$ cat src/rtl/msu_audio_sector_server_if.sv
// Memory read port of the MSU audio sector server: level request held
// until a one-cycle ready pulse that carries the read word.
interface msu_audio_sector_server_if;
  logic        mem_rd;
  logic [31:0] mem_addr;
  logic        mem_ready;
  logic [15:0] mem_dout;

  modport master (output mem_rd, mem_addr, input mem_ready, mem_dout);
  modport slave  (input mem_rd, mem_addr, output mem_ready, mem_dout);
endinterface

$ cat src/rtl/msu_audio_sector_server.sv
// Streams one 1024-byte audio sector as 512 16-bit words from memory,
// zero-filling any word that lies at or beyond the end of the track file.
module msu_audio_sector_server (
  input  logic        clk,
  input  logic        reset_n,
  input  logic        abort,
  input  logic [31:0] base_addr,
  input  logic [31:0] track_size,
  input  logic        audio_req,
  input  logic        audio_seek,
  input  logic [21:0] audio_sector,
  output logic        audio_ack,
  output logic        audio_download,
  output logic        audio_data_wr,
  output logic [15:0] audio_data,
  msu_audio_sector_server_if.master mem
);

  typedef enum logic [2:0] {IDLE, ISSUE, WAIT, EMIT, DONE} state_t;

  state_t      state, state_nxt;
  logic [21:0] sector_q;
  logic [8:0]  word_cnt;
  logic [31:0] off;
  logic        in_range;
  logic        start;

  assign off      = {sector_q, 10'b0} + {22'd0, word_cnt, 1'b0};
  assign in_range = off < track_size;
  assign start    = (audio_req | audio_seek) & ~abort;

  // Handshake outputs are pure decodes of the state register.
  assign audio_ack      = (state == ISSUE) || (state == WAIT) || (state == EMIT);
  assign audio_download = audio_ack;
  assign audio_data_wr  = (state == EMIT);

  // NOTE: reset is synchronous here, so it lives inside the clocked branch
  // and is not in the sensitivity list.
  always_ff @(posedge clk) begin
    if (!reset_n) state <= IDLE;
    else          state <= state_nxt;
  end

  // NOTE: next state defaults to the current state first so no path through
  // the case statement leaves it unassigned (which would infer a latch).
  always_comb begin
    state_nxt = state;
    unique case (state)
      IDLE:  if (start) state_nxt = ISSUE;
      ISSUE: state_nxt = in_range ? WAIT : EMIT;
      WAIT:  if (mem.mem_ready) state_nxt = EMIT;
      EMIT:  state_nxt = (word_cnt == 9'd511) ? DONE : ISSUE;
      DONE:  state_nxt = IDLE;
      default: state_nxt = IDLE;
    endcase
    if (abort) state_nxt = IDLE;
  end

  always_ff @(posedge clk) begin
    if (!reset_n || abort) begin
      sector_q     <= '0;
      word_cnt     <= '0;
      audio_data   <= '0;
      mem.mem_rd   <= 1'b0;
      mem.mem_addr <= '0;
    end else begin
      unique case (state)
        IDLE: begin
          if (start) begin
            sector_q <= audio_sector;
            word_cnt <= '0;
          end
        end
        ISSUE: begin
          if (in_range) begin
            mem.mem_rd   <= 1'b1;
            mem.mem_addr <= base_addr + off;
          end else begin
            audio_data <= 16'h0000;
          end
        end
        WAIT: begin
          // A ready pulse that lands while idle (e.g. after an abort) never
          // reaches this branch, so it is silently dropped.
          if (mem.mem_ready) begin
            audio_data <= mem.mem_dout;
            mem.mem_rd <= 1'b0;
          end
        end
        EMIT: begin
          if (word_cnt != 9'd511) word_cnt <= word_cnt + 9'd1;
        end
        default: ;
      endcase
    end
  end

endmodule

$ cat src/flat_wrapper.sv
// flat-port wrapper written by rule: the top's interface ports become plain ports
module msu_audio_sector_server_flat 
  (clk, reset_n, abort, base_addr, track_size, audio_req, audio_seek, audio_sector, audio_ack, audio_download, audio_data_wr, audio_data, mem_mem_rd, mem_mem_addr, mem_mem_ready, mem_mem_dout);
  msu_audio_sector_server_if mem_i ();
  input  logic clk;
  input  logic reset_n;
  input  logic abort;
  input  logic [31:0] base_addr;
  input  logic [31:0] track_size;
  input  logic audio_req;
  input  logic audio_seek;
  input  logic [21:0] audio_sector;
  output logic audio_ack;
  output logic audio_download;
  output logic audio_data_wr;
  output logic [15:0] audio_data;
  output wire logic [$bits(mem_i.mem_rd)-1:0] mem_mem_rd;
  output wire logic [$bits(mem_i.mem_addr)-1:0] mem_mem_addr;
  input wire logic [$bits(mem_i.mem_ready)-1:0] mem_mem_ready;
  input wire logic [$bits(mem_i.mem_dout)-1:0] mem_mem_dout;
  assign mem_mem_rd = mem_i.mem_rd;
  assign mem_mem_addr = mem_i.mem_addr;
  assign mem_i.mem_ready = mem_mem_ready;
  assign mem_i.mem_dout = mem_mem_dout;
  msu_audio_sector_server u_core (.clk(clk), .reset_n(reset_n), .abort(abort), .base_addr(base_addr), .track_size(track_size), .audio_req(audio_req), .audio_seek(audio_seek), .audio_sector(audio_sector), .audio_ack(audio_ack), .audio_download(audio_download), .audio_data_wr(audio_data_wr), .audio_data(audio_data), .mem(mem_i));
endmodule
$ cat config.mk
export PLATFORM = sky130hd
export DESIGN_NAME = msu_audio_sector_server_flat
export DESIGN_NICKNAME = d
export VERILOG_FILES = /design/src/rtl/msu_audio_sector_server_if.sv /design/src/rtl/msu_audio_sector_server.sv /design/src/flat_wrapper.sv
export SDC_FILE = /design/constraint.sdc
export NUM_CORES = 1
export LEC_CHECK = 0
export CORE_ASPECT_RATIO = 1.1
export CORE_MARGIN = 10
export CORE_UTILIZATION = 30
export CTS_BUF_LIST = sky130_fd_sc_hd__clkbuf_16
export CTS_CLUSTER_SIZE = 10
export DETAILED_ROUTE_END_ITERATION = 8
export SLEW_MARGIN = 10
export SYNTH_ARGS = -nofsm -noshare
export SYNTH_HDL_FRONTEND = slang
export SYNTH_SLANG_ARGS = --single-unit
$ cat constraint.sdc
create_clock -name clk -period 3.15 [get_ports clk]
set_input_delay 0.7875 -clock clk [delete_from_list [all_inputs] [get_ports clk]]
set_output_delay 0.7875 -clock clk [all_outputs]
set_load 0.1 [all_outputs]
==> metrics.csv <==
stage,metric,value,unit
sta,report.final.slew_viol_count,0,
placed_design,place_area,7630,um2
global_route,grt_max_degree,33,
power_and_ir_drop,report.power.total,2.82,mW
drt,avgViaCountPerCell,4.70,
synthesis,ys.warnings.count,0,
synthesis,yosysSeqAreaShare,31.0,%
drt,finalWirelength,18.4,mm
critical_path,cp_top_family,compound AO/OA/AOI/OAI gates,
outcome,status,"complete, no violations",
synthesis,ys_top_cells_by_count,"nand2_1, dfxtp_1, a21oi_1, nor2_1, ha_1",
cells_and_area,fin_nets,1082,
critical_path,worstPathCellList,clkdlybuf4s50_1 -> ha_1 -> a21o_1 -> a211o_1 -> a22o_1 -> a31oi_4 -> o311a_4 -> o21bai_2 -> a2111o_1 -> o21ai_1 -> nor2_1,
critical_path,cp_num_cells,11,
critical_path,slowest_delay,420,ps
synthesis,synth_cell_types,58,
sta,fin_worst_skew,8.77,ps
floorplan,io_pins,160,
synthesis,synth.most_common_cell,nand2_1,
global_route,overflow,0,
critical_path,crit_buf_inv,1,
drt,drtAntennaViolNets,0,
synthesis,avgSynthCellArea,7.91,um2
critical_path,r2r_start,u_core.word_cnt[0],
drt,drc,0,
global_route,grt_usage,14.9,%
critical_path,path_class,input port to flip-flop,
floorplan,die-height,160,um
placed_design,port_buffers,159,
synthesis,syn_area,5360,um2
synthesis,ys_ff_latch,83,
sta,period_needed,3080,ps
placed_design,hpwlAfterDp,13.9,mm
hold_path,hold_class,flip-flop to flip-flop,
drt,drt_iter0_drc,318,
cts,cts.sinks,83,
cells_and_area,ff_latch_area,1660,um2
cells_and_area,postLayoutCoreUtil,48.7,%
cts,cts.reportedPaths.clkPinSlew,70,ps
global_route,grt_antenna_before_repair,0,
synthesis,syn-instance-count,677,
cells_and_area,fillers,1732,
sta,hold_ws,456,ps
sta,final-setup-viol-count,0,
placed_design,place_congestion,0.838,
run,max_cap_viol_count,0,
synthesis,synth_nets,849,
floorplan,die-width,147,um
floorplan,start_util,30.4,%
critical_path,critical_path.endpoint,u_core.mem.mem_addr[28],
power_and_ir_drop,irDropWorstVdd,0.278,mV
sta,hold_violations,0,
placed_design,dp_slack,-607,ps
floorplan,core_area,17600,um2
critical_path,crit_fanout,3,
power_and_ir_drop,power_density,329,nW/um2
sta,fmax,324,MHz
drt,routed-via-count,5422,
cells_and_area,stdcell_count,1153,
critical_path,worst_setup_path_start_kind,input port,
cts,clockRootBuffer,clkbuf_16,
placed_design,placed_cells_incl_taps,1126,
critical_path,ff2ff_setup_slack,220,ps
cts,clockBufferDepth,2,
cells_and_area,drive_gt1_share,26.4,%
drt,wl_per_cell,16.0,um
cts,cts_buffers,9,
cts,cts_max_level,3,
synthesis,async_reset_ff_share,0,%
synthesis,synth_top_area_cell,dfxtp_1,
cts,cts_tree,built,
sta,finalSetupTns,0,ps
critical_path,critical_path_arrival,3320,ps
cts,worstSkewPairLatency,350,ps
synthesis,yosys_most_used_dff,dfxtp_1,
synthesis,synthTopCellsByArea,"dfxtp_1, ha_1, a21oi_1",
drt,first_pass_iters,4,
sta,rsz0062_at_grt,true,
sta,worstMarginPinSlew,616,ps
global_route,grt_pass1_vias,5514,
power_and_ir_drop,leakage,3.98,nW
floorplan,dieArea,23600,um2
synthesis,synth-edff-count,0,
critical_path,r2r-end,u_core.mem.mem_addr[23],
critical_path,crit_path_top_delay_cell,clkdlybuf4s50_1,
sta,setup_slack,65.0,ps
synthesis,post-synth-top-area-fraction,31.0,%
cells_and_area,fin_area,8580,um2
critical_path,cp-startpoint,base_addr[15],
cells_and_area,syn_to_final_growth,60.2,%
cells_and_area,multiInputGateArea,3880,um2
sta,finalCritPeriodShare,97.9,%
global_route,grt_pass1_wl,28.5,mm
floorplan,rows,51,
sta,relSlewSlack,58.9,%
cts,holdBufCountCts,0,
cells_and_area,diodes,0,
critical_path,required,3390,ps
critical_path,cp-end-kind,flip-flop,
critical_path,r2r_cells,13,
tightest hold or removal path: stages, from the launching register on:
cell and delay (ps):
dfxtp_1 320, nand2_1 50, o21ai_1 50
cells in the final DEF, fill, tap and decap left out, types with 13 or more instances in the layout:
master / instances
nand2_1: 93
nor2_1: 66
o21ai_0: 22
nand3_1: 24
a21o_1: 21
o21ai_1: 13
ha_1: 44
xnor2_1: 17
a21oi_1: 63
buf_4: 134
xor2_1: 13
inv_1: 33
dlymetal6s2s_1: 20
clkdlybuf4s50_1: 80
dfxtp_1: 83
ha_4: 15
area by class of cell:
class                           instances  share of cell area, %
Multi-Input combinational cell        523                   45.2
Timing Repair Buffer                  250                   26.6
Sequential cell                        83                   19.4
Tap cell                              238                   3.47
Clock buffer                            9                   2.63
Inverter                               43                   1.88
Clock inverter                          7                  0.890
where the power goes:
| group | switching [mW] | total (mW) | internal, mW |
|---|---|---|---|
| Sequential | 0.0158 | 1.08 | 1.07 |
| Clock | 0.493 | 1.11 | 0.621 |
| Combinational | 0.320 | 0.628 | 0.309 |
| Total | 0.829 | 2.82 | 1.99 |
sequential cells by signal (all words and copies together) (netlist names):
name and flops:
u_core.state 3, u_core.audio_data 16, u_core.word_cnt 9, u_core.mem.mem_rd 1
u_core.sector_q 22, u_core.mem.mem_addr 32
kinds of logic after synthesis:
kind of cell | Yosys count | share of synthesized area, %
AOI/OAI and AO/OA | 187 | 23.0
muxes | 5 | 0.934
adders and majority gates | 64 | 15.1
xor gates and xnor gates | 31 | 5.07
buffers and inverters | 71 | 5.47
DFF | 83 | 31.0
and+or+nand+nor | 236 | 19.4
how the worst min path moves through the flow:
stage / start / endpoint / slack [ps] / cells after the start
5_1_grt: u_core.audio_data[3] / u_core.audio_data[3] / 470 / 2
6_report: u_core.audio_data[3] / u_core.audio_data[3] / 460 / 2
4_1_cts: u_core.audio_data[1] / u_core.audio_data[1] / 460 / 2
3_5_place_dp: u_core.audio_data[1] / u_core.audio_data[1] / 450 / 2
2_1_floorplan: u_core.sector_q[0] / u_core.sector_q[0] / 460 / 2
3_3_place_gp: u_core.audio_data[1] / u_core.audio_data[1] / 440 / 2
per-layer routing:
metal / part of all wire (%) / track usage (%) / up-vias
li1: - / - / 2831
met1: 43 / 17.0 / 2476
met2: 52 / 27.5 / 100
met3: 3.8 / 2.49 / 15
met4: 1.2 / 4.69 / 0
met5: 0 / 0 / -
timing repair:
action,CTS,global route
setup endpoints to repair,47,46
gates resized for setup,57,67
cloned,2,2
pin swaps,37,28
buffers inserted,3,5
No activity file was read; power rests on OpenSTA's default activity.
